## config.mk

```make
export PLATFORM = sky130hd
export DESIGN_NAME = sipo_receiver_flat
export DESIGN_NICKNAME = d
export VERILOG_FILES = /design/src/rtl/sipo_pkg.sv /design/src/rtl/sipo_receiver_if.sv /design/src/rtl/sipo_shift_reg.sv /design/src/rtl/sipo_receiver.sv /design/src/flat_wrapper.sv
export SDC_FILE = /design/constraint.sdc
export NUM_CORES = 1
export LEC_CHECK = 0
export CAP_MARGIN = 15
export CELL_PAD_IN_SITES_DETAIL_PLACEMENT = 1
export CELL_PAD_IN_SITES_GLOBAL_PLACEMENT = 1
export CORE_MARGIN = 5
export CORE_UTILIZATION = 33
export CTS_CLUSTER_DIAMETER = 100
export DETAILED_ROUTE_END_ITERATION = 8
export PLACE_DENSITY = 0.71
export SYNTH_ARGS = -nofsm -noshare
export SYNTH_HDL_FRONTEND = slang
export SYNTH_SLANG_ARGS = --single-unit
```

## constraint.sdc

```tcl
create_clock -name Clk -period 1.5 [get_ports Clk]
set_input_delay 0.225 -clock Clk [delete_from_list [all_inputs] [get_ports Clk]]
set_output_delay 0.225 -clock Clk [all_outputs]
set_load 0.02 [all_outputs]
```

## src/rtl/sipo_pkg.sv

```systemverilog
// Shared state encoding, defaults and parity helpers for the SIPO receiver.
// Optional parity frame is enabled by defining SIPO_PARITY_CHECK_EN.
package sipo_pkg;

    typedef enum logic {
        SIPO_IDLE = 1'b0,
        SIPO_RECV = 1'b1
    } sipo_state_e;

    localparam int SIPO_DEFAULT_WIDTH = 4;
    localparam bit SIPO_PARITY_EVEN   = 1'b1;

`ifdef SIPO_PARITY_CHECK_EN
    localparam bit SIPO_PARITY_EN = 1'b1;
`else
    localparam bit SIPO_PARITY_EN = 1'b0;
`endif

    // The counter must also reach WIDTH when a parity strobe follows the data bits.
    function automatic int sipo_cnt_w(input int width);
        return $clog2(width + (SIPO_PARITY_EN ? 2 : 1));
    endfunction

    function automatic logic sipo_parity_err(input logic data_xor, input logic par_bit);
        return (data_xor ^ par_bit) ^ ~SIPO_PARITY_EVEN;
    endfunction

endpackage

```

## src/rtl/sipo_receiver_if.sv

```systemverilog
// Serial-side strobes and parallel-side handshake of the SIPO receiver.
// BitCount widens by one state when SIPO_PARITY_CHECK_EN is defined.
interface sipo_receiver_if
    import sipo_pkg::*;
#(
    parameter int WIDTH = SIPO_DEFAULT_WIDTH
);
    localparam int CNT_W = sipo_cnt_w(WIDTH);

    logic             Rx;
    logic             SerialIn;
    logic             Clear;
    logic             Ack;
    logic [WIDTH-1:0] ParallelOut;
    logic             Valid;
    logic             Busy;
    logic [CNT_W-1:0] BitCount;
    logic             Overrun;
    logic             ParityErr;

    modport master (
        output Rx, SerialIn, Clear, Ack,
        input  ParallelOut, Valid, Busy, BitCount, Overrun, ParityErr
    );

    modport slave (
        input  Rx, SerialIn, Clear, Ack,
        output ParallelOut, Valid, Busy, BitCount, Overrun, ParityErr
    );
endinterface

```

## src/rtl/sipo_shift_reg.sv

```systemverilog
// Data shift register of the SIPO receiver; MSB_FIRST selects the shift direction.
// Behaviour of the word output depends on SIPO_PARITY_CHECK_EN.
module sipo_shift_reg
    import sipo_pkg::*;
#(
    parameter int WIDTH     = SIPO_DEFAULT_WIDTH,
    parameter bit MSB_FIRST = 1'b1
) (
    input  logic             Clk,
    input  logic             Reset,
    input  logic             Clear,
    input  logic             shift_en,
    input  logic             serial_in,
    output logic [WIDTH-1:0] word
);
    logic [WIDTH-1:0] word_q, word_d, word_next;

    always_comb begin
        if (MSB_FIRST) word_next = {word_q[WIDTH-2:0], serial_in};
        else           word_next = {serial_in, word_q[WIDTH-1:1]};
    end

    always_comb begin
        word_d = word_q;
        if (Clear)         word_d = '0;
        else if (shift_en) word_d = word_next;
    end

    always_ff @(posedge Clk) begin
        if (Reset) word_q <= '0;
        else       word_q <= word_d;
    end

    // Without parity the completing strobe carries the last data bit, so the
    // finished word must include it; with parity all data bits are already stored.
    assign word = SIPO_PARITY_EN ? word_q : word_next;

endmodule

```

## src/rtl/sipo_receiver.sv

```systemverilog
// Serial-to-parallel receiver: bit counter, IDLE/RECV FSM, holding register and
// Valid/Ack handshake. Define SIPO_PARITY_CHECK_EN for a trailing even-parity strobe.
//
// state     | meaning
// SIPO_IDLE | no bits of the current word captured (BitCount = 0)
// SIPO_RECV | partial word in progress (BitCount >= 1)
module sipo_receiver
    import sipo_pkg::*;
#(
    parameter int WIDTH     = SIPO_DEFAULT_WIDTH,
    parameter bit MSB_FIRST = 1'b1
) (
    input logic            Clk,
    input logic            Reset,
    sipo_receiver_if.slave bus
);
    localparam int               CNT_W    = sipo_cnt_w(WIDTH);
    localparam logic [CNT_W-1:0] LAST_CNT = CNT_W'(SIPO_PARITY_EN ? WIDTH : WIDTH - 1);

    sipo_state_e      state_q, state_d;
    logic [CNT_W-1:0] cnt_q, cnt_d;
    logic [WIDTH-1:0] pout_q, pout_d;
    logic             valid_q, valid_d;
    logic             ovr_q, ovr_d;
    logic             shift_en;
    logic             complete;
    logic [WIDTH-1:0] word;

    sipo_shift_reg #(
        .WIDTH     (WIDTH),
        .MSB_FIRST (MSB_FIRST)
    ) u_shift_reg (
        .Clk       (Clk),
        .Reset     (Reset),
        .Clear     (bus.Clear),
        .shift_en  (shift_en),
        .serial_in (bus.SerialIn),
        .word      (word)
    );

    always_comb begin
        state_d  = state_q;
        cnt_d    = cnt_q;
        pout_d   = pout_q;
        valid_d  = valid_q;
        ovr_d    = ovr_q;
        shift_en = 1'b0;
        complete = 1'b0;

        if (valid_q && bus.Ack) valid_d = 1'b0;

        if (bus.Clear) begin
            state_d = SIPO_IDLE;
            cnt_d   = '0;
            ovr_d   = 1'b0;
        end else if (bus.Rx) begin
            unique case (state_q)
                SIPO_IDLE: begin
                    shift_en = 1'b1;
                    cnt_d    = CNT_W'(1);
                    state_d  = SIPO_RECV;
                end
                SIPO_RECV: begin
                    if (cnt_q == LAST_CNT) begin
                        complete = 1'b1;
                    end else begin
                        shift_en = 1'b1;
                        cnt_d    = cnt_q + CNT_W'(1);
                    end
                end
            endcase
        end

        // An Ack on the completion edge retires the old word, so only an
        // unacknowledged word being overwritten counts as overrun.
        if (complete) begin
            pout_d  = word;
            valid_d = 1'b1;
            cnt_d   = '0;
            state_d = SIPO_IDLE;
            if (valid_q && !bus.Ack) ovr_d = 1'b1;
        end
    end

    always_ff @(posedge Clk) begin
        if (Reset) begin
            state_q <= SIPO_IDLE;
            cnt_q   <= '0;
            pout_q  <= '0;
            valid_q <= 1'b0;
            ovr_q   <= 1'b0;
        end else begin
            state_q <= state_d;
            cnt_q   <= cnt_d;
            pout_q  <= pout_d;
            valid_q <= valid_d;
            ovr_q   <= ovr_d;
        end
    end

`ifdef SIPO_PARITY_CHECK_EN
    logic perr_q, perr_d;

    always_comb begin
        perr_d = perr_q;
        if (complete) perr_d = sipo_parity_err(^word, bus.SerialIn);
    end

    always_ff @(posedge Clk) begin
        if (Reset) perr_q <= 1'b0;
        else       perr_q <= perr_d;
    end

    assign bus.ParityErr = perr_q;
`else
    assign bus.ParityErr = 1'b0;
`endif

    assign bus.ParallelOut = pout_q;
    assign bus.Valid       = valid_q;
    assign bus.Busy        = (cnt_q != '0);
    assign bus.BitCount    = cnt_q;
    assign bus.Overrun     = ovr_q;

endmodule

```

## src/flat_wrapper.sv

```systemverilog
// flat-port wrapper written by rule: the top's interface ports become plain ports
module sipo_receiver_flat import sipo_pkg::*;
#(
    parameter int WIDTH     = SIPO_DEFAULT_WIDTH,
    parameter bit MSB_FIRST = 1'b1
)
  (Clk, Reset, bus_Rx, bus_SerialIn, bus_Clear, bus_Ack, bus_ParallelOut, bus_Valid, bus_Busy, bus_BitCount, bus_Overrun, bus_ParityErr);
  sipo_receiver_if #(.WIDTH(WIDTH)) bus_i ();
  input logic Clk;
  input logic Reset;
  input wire logic [$bits(bus_i.Rx)-1:0] bus_Rx;
  input wire logic [$bits(bus_i.SerialIn)-1:0] bus_SerialIn;
  input wire logic [$bits(bus_i.Clear)-1:0] bus_Clear;
  input wire logic [$bits(bus_i.Ack)-1:0] bus_Ack;
  output wire logic [$bits(bus_i.ParallelOut)-1:0] bus_ParallelOut;
  output wire logic [$bits(bus_i.Valid)-1:0] bus_Valid;
  output wire logic [$bits(bus_i.Busy)-1:0] bus_Busy;
  output wire logic [$bits(bus_i.BitCount)-1:0] bus_BitCount;
  output wire logic [$bits(bus_i.Overrun)-1:0] bus_Overrun;
  output wire logic [$bits(bus_i.ParityErr)-1:0] bus_ParityErr;
  assign bus_i.Rx = bus_Rx;
  assign bus_i.SerialIn = bus_SerialIn;
  assign bus_i.Clear = bus_Clear;
  assign bus_i.Ack = bus_Ack;
  assign bus_ParallelOut = bus_i.ParallelOut;
  assign bus_Valid = bus_i.Valid;
  assign bus_Busy = bus_i.Busy;
  assign bus_BitCount = bus_i.BitCount;
  assign bus_Overrun = bus_i.Overrun;
  assign bus_ParityErr = bus_i.ParityErr;
  sipo_receiver #(.WIDTH(WIDTH), .MSB_FIRST(MSB_FIRST)) u_core (.Clk(Clk), .Reset(Reset), .bus(bus_i));
endmodule
```

## After elaboration in Yosys (flattened, before gate mapping)

Cells that the tools add are included.

- Output and inout bits: 11
- Register bits: 13
- Input port bits: 6
- Word-level logic and storage cells: 33

- Muxes and demuxes: 15
- Equal/unequal tests: 2
- $add $sub $neg: 1
- Reduce and logical (&&, ||, !) cells: 8
- Bitwise gates (word level): 1

Operator list:

| cell | count |
|---|---|
| $mux W1 | 12 |
| $pmux W3 S2 | 1 |
| $add A3 B1 Y3 const B | 1 |
| $eq A3 B2 Y1 const B | 1 |
| $mux W3 | 1 |
| $reduce_bool A3 Y1 | 1 |
| $reduce_or A3 Y1 | 1 |
| $logic_and A1 B1 Y1 | 2 |
| $ne A2 B2 Y1 const B | 1 |
| $pmux W1 S2 | 1 |
| $reduce_and A2 Y1 | 1 |
| $reduce_bool A2 Y1 | 1 |
| $reduce_or A2 Y1 | 1 |
| $logic_not A1 Y1 | 1 |
| $not A1 Y1 | 1 |

## Depth between registers and ports, before layout

- Depth in word-level cells: 6
- Gate-level depth with buffers: 5
- Gate-level depth less buffers: 5

## Hierarchy

A second synthesis with hierarchy kept.

- Cells, all modules: 65
- Area total of the unflattened synthesis: 625.6 µm²

By module, submodules not included:

| module | area each (µm²) | times used | cells each | seq. area each (µm²) |
|---|---|---|---|---|
| sipo_receiver | 513.0 | 1 | 55 | 200.2 |
| sipo_shift_reg | 112.6 | 1 | 10 | 60.1 |

## Worst setup path after synthesis

Ideal clock, no wire load.

- Path kind: register to register
- Start: register u_core.cnt_q[0] (netlist: u_core.bus.BitCount[0])
- End: register u_core.pout_q[0] (netlist: u_core.bus.ParallelOut[0])
- Path buffers: 0
- Path slack: 0.057 ns
- Stages on the path, launching flop included: 6
- Arrival time: 1.323 ns
- Path through: dfxtp_1 -> ha_1 -> ha_1 -> nand4b_4 -> mux2i_1 -> nor2_1

- Cells in the longest elaborated chain, start to end: 5

RTL lines:

| what | RTL line | RTL |
|---|---|---|
| start: declaration | sipo_receiver.sv:21 | `logic [CNT_W-1:0] cnt_q, cnt_d;` |
| start signal: assignment | sipo_receiver.sv:94 | `cnt_q <= cnt_d;` |
| $eq A3 B2 Y1 | sipo_receiver.sv:64 | `if (cnt_q == LAST_CNT) begin` |
| $mux W1 | sipo_receiver.sv:64 |  |
| $mux W1 | sipo_receiver.sv:57 | `unique case (state_q)` |
| $mux W1 | sipo_receiver.sv:56 | `end else if (bus.Rx) begin` |
| $mux W1 | sipo_receiver.sv:52 | `if (bus.Clear) begin` |
| end signal: assignment | sipo_receiver.sv:95 | `pout_q <= pout_d;` |
| end: declaration | sipo_receiver.sv:22 | `logic [WIDTH-1:0] pout_q, pout_d;` |

Every way passes these cells.
A chain may end at the register's enable or synchronous reset.

## Final worst setup path

- Start: register u_core.ovr_q (netlist: u_core.bus.Overrun)
- End: output port bus_Overrun

RTL lines:

| what | RTL line | RTL |
|---|---|---|
| start: declaration | sipo_receiver.sv:24 | `logic ovr_q, ovr_d;` |
| start signal: assignment | sipo_receiver.sv:97 | `ovr_q <= ovr_d;` |
| end: declaration | flat_wrapper.sv:19 | `output wire logic [$bits(bus_i.Overrun)-1:0] bus_Overrun;` |

No word-level cell between the ends.

==> flow_metrics.env <==
export IMPL_status="completed"
export IMPL_internal_power_w=0.0004812
export IMPL_die_area_mm2=0.002736
export IMPL_drv_slew=0
export IMPL_ys_types=23
export IMPL_start_util_pct=34.58
export IMPL_ir_drop_uv=473.3
export IMPL_grt_remaining_overflow=0
export IMPL_max_freq_mhz=689.4
export IMPL_syn_num_nets=67
export IMPL_antenna_cells=0
export IMPL_path_buf_inv=1
export IMPL_final_util_pct=48.94
export IMPL_cts_buffers=3
export IMPL_r2r_end="u_core.bus.ParallelOut[3]$_SDFFE_PP0P_"
export IMPL_dr_pass1_iters=1
export IMPL_cts_hold_buf=0
export IMPL_remaining_drc_errors=0
export IMPL_cts_htree_levels=1
export IMPL_slowest_stage="clkdlybuf4s50_1"
export IMPL_hold_end="u_core.u_shift_reg.word_q[2]$_SDFFE_PP0P_"
export IMPL_area_growth_syn_to_layout_pct=41.53
export IMPL_vias=476
export IMPL_die_x_um=52.31
export IMPL_io_buffers=15
export IMPL_yosysTopAreaCellShare_pct=44.07
export IMPL_ff2ff_setup_slack_ns=0.16
export IMPL_grt_max_degree=9
export IMPL_clockBufferDepth=2
export IMPL_drive_gt1_share_pct=22.50
export IMPL_routabilityCongestion=0.6767
export IMPL_r2r_start="u_core.bus.BitCount[0]$_SDFFE_PP0P_"
export IMPL_drt_initial_drc_count=0
export IMPL_worstHoldStart="u_core.u_shift_reg.word_q[2]$_SDFFE_PP0P_"
export IMPL_power_density_mw_per_mm2=761.6
export IMPL_critPathLaunchType="flip-flop"
export IMPL_required_ns=1.27
export IMPL_setup_violations=0
export IMPL_critPathCaptureType="primary output"
export IMPL_antenna_found_initial=0
export IMPL_finalSetupTns_ns=0
export IMPL_clkPwrFrac_pct=34.3
export IMPL_r2r_cells=5
export IMPL_root_buffer="clkbuf_4"
export IMPL_synthTopCellsByArea="dfxtp_1 44%, mux2i_1 14%, ha_1 6.4%"
export IMPL_p_switching_w=0.0001554
export IMPL_grt_first_pass_wirelength_mm=2.083
export IMPL_yosys_warnings=0
export IMPL_design_core_area_mm2=0.001708
export IMPL_syn_inst=58
export IMPL_cp_top_family="buffers and inverters"
export IMPL_cts_sinks=13
export IMPL_detail_route_wirelength_mm=1.321
export IMPL_cts_setup_buffers=0
export IMPL_critical_path_class="flip-flop to primary output"
export IMPL_syn_area_per_cell_um2=10.18
export IMPL_max_stage_delay_ns=0.61
export IMPL_worstSetupPathDepth=1
export IMPL_ys_seq_area_share_pct=44.07
export IMPL_ant_nets=0
export IMPL_grt_setup_unrepaired="no"
export IMPL_die_y_um=52.31
export IMPL_io_pins=17
export IMPL_min_period_over_period_pct=96.70
export IMPL_post_drt_wl_per_cell_um=12.58
export IMPL_p_leak_nw=0.4418
export IMPL_syn_area_um2=590.6
export IMPL_combPwrFrac_pct=10.3
export IMPL_path_cells="clkdlybuf4s50_1"
export IMPL_synth_seq_cells=13
export IMPL_grtUsageTotal_pct=10.74
export IMPL_switching_share_pct=24.40
export IMPL_via_per_inst=4.533
export IMPL_holdPathStages=2
export IMPL_clk_latency_ns=0.28
export IMPL_final_nets=90
export IMPL_std_cell_rows=15
export IMPL_crit_fanout=2
export IMPL_hp_class="flip-flop to flip-flop"
export IMPL_finalClockSkew_ns=0.003776
export IMPL_cts_tree="built"
export IMPL_clk_pin_slew_ns=0.08
export IMPL_seqPwrFrac_pct=55.4
export IMPL_yosysTopAreaCell="dfxtp_1"
export IMPL_critPathArrivalTime_ns=1.23
export IMPL_final_hold_violation_count=0
export IMPL_hpwl_mm=1.053
export IMPL_layout_min_cycle_time_ns=1.450
export IMPL_cap_viol_max_count=0
export IMPL_grt_pass1_vias=504
==> repair_timing <==
item	4_1_cts	5_1_grt
gates resized for setup	6	6
endpoints found under the hold margin	0	0
endpoints found under the setup margin	4	9
==> logic make-up (layout without fill, tap and decap cells) <==
| family | count (synthesis) | after routing | share of synthesized area (%) |
|---|---|---|---|
| AND/OR/NAND/NOR | 19 | 19 | 20.76 |
| multiplexers | 8 | 8 | 13.56 |
| flip-flops | 13 | 13 | 44.07 |
| adder cells (fa/ha/maj) | 3 | 3 | 6.357 |
| AO/OA/AOI/OAI | 8 | 8 | 9.322 |
| other | 1 | 1 | 0.6350 |
| buffers and inverters | 6 | 28 | 5.295 |
==> state kept, by name (all words and copies together) (netlist names) <==
signal                     cells
u_core.bus.Valid               1
u_core.bus.Overrun             1
u_core.state_q                 1
u_core.u_shift_reg.word_q      3
u_core.bus.ParallelOut         4
u_core.bus.BitCount            3
==> cell usage in the layout (no fill, tap or decap), types with 2 or more instances in the layout <==
cell	count
dfxtp_1	12
mux2i_1	8
clkdlybuf4s50_1	7
nand2_1	6
buf_4	6
nor2_1	4
dlymetal6s2s_1	4
inv_1	3
o21ai_0	3
clkbuf_4	3
dlygate4sd2_1	3
nand2b_1	2
ha_1	2
==> worst reg2reg max path, cell delays in order, from the launching register on <==
cell,delay (ns)
dfxtp_1,0.37
ha_1,0.16
ha_2,0.26
nand4b_4,0.20
mux2i_1,0.21
nor2_1,0.05
==> power groups by stage <==
| stage | registers, W | clock network [W] | logic (W) |
|---|---|---|---|
| 6_report | 0.000353 | 0.000219 | 0.0000653 |
| 5_1_grt | 0.000353 | 0.000252 | 0.0000701 |
| 4_1_cts | 0.000353 | 0.000232 | 0.0000659 |
| 3_5_place_dp | 0.000361 | 0 | 0.0000668 |
| 3_3_place_gp | 0.000361 | 0 | 0.0000655 |
| 2_1_floorplan | 0.000362 | 0 | 0.0000317 |
==> through the flow <==
stage	hold slack (ns)	std cells	setup WS (ns)	instance area [µm²]	total power (W)
final	0.4787	105	0.04955	835.8	0.0006366
after global routing	0.5090	105	0.005823	835.8	0.0006759
after CTS	0.4811	105	0.01565	822.0	0.0006504
after detailed placement	0.4591	101	0.007127	797.0	0.0004277
after global placement	0.4506	101	0.06767	797.0	0.0004262
after floorplan	0.2947	58	0.05681	590.6	0.0003937
==> worst max path at each step <==
stage / start / endpoint / slack (ns)
floorplan: u_core.bus.BitCount[0]$_SDFFE_PP0P_ / u_core.bus.ParallelOut[0]$_SDFFE_PP0P_ / 0.06
global placement: u_core.bus.BitCount[1]$_SDFFE_PP0P_ / bus_Busy / 0.07
detailed placement: u_core.bus.BitCount[1]$_SDFFE_PP0P_ / bus_Busy / 0.007
CTS: u_core.bus.Valid$_SDFFE_PP0P_ / bus_Valid / 0.02
global route: u_core.bus.BitCount[0]$_SDFFE_PP0P_ / bus_Busy / 0.006
finish: u_core.bus.Overrun$_SDFF_PP0_ / bus_Overrun / 0.05
==> area by class of cell <==
class                      count  area [µm²]
tap                           25       31.28
sequential                    13       261.5
inverter                       3       11.26
clock inverter                 1       5.005
timing repair buffer          21       202.7
multi-input combinational     39       301.5
fill                         200       872.1
clock buffer                   3       22.52
==> cells in the mapped netlist <==
master and instances:
nand4b_1 1, nand2b_1 2, nor3b_1 1, and2_1 1, o21ai_0 3, conb_1 1
buf_2 1, dfxtp_1 13, nand4b_4 1, inv_1 3, o31ai_2 1, nor3_1 1
nor2_4 1, nor2_1 4, nor3_2 1, a21oi_1 1, mux2i_1 8, nand2_1 6
buf_4 2, a21oi_2 1, o211ai_1 1, a31oi_1 1, ha_1 3
==> routing by layer <==
metal	global-route usage, %	vias to the layer above	part of all wire [%]
met4	3.830	0	1.2
met1	9.777	225	39
li1	-	239	-
met3	5.128	2	5.5
met2	20.25	10	54
met5	0	-	0
(Power assumes the default switching activity.)
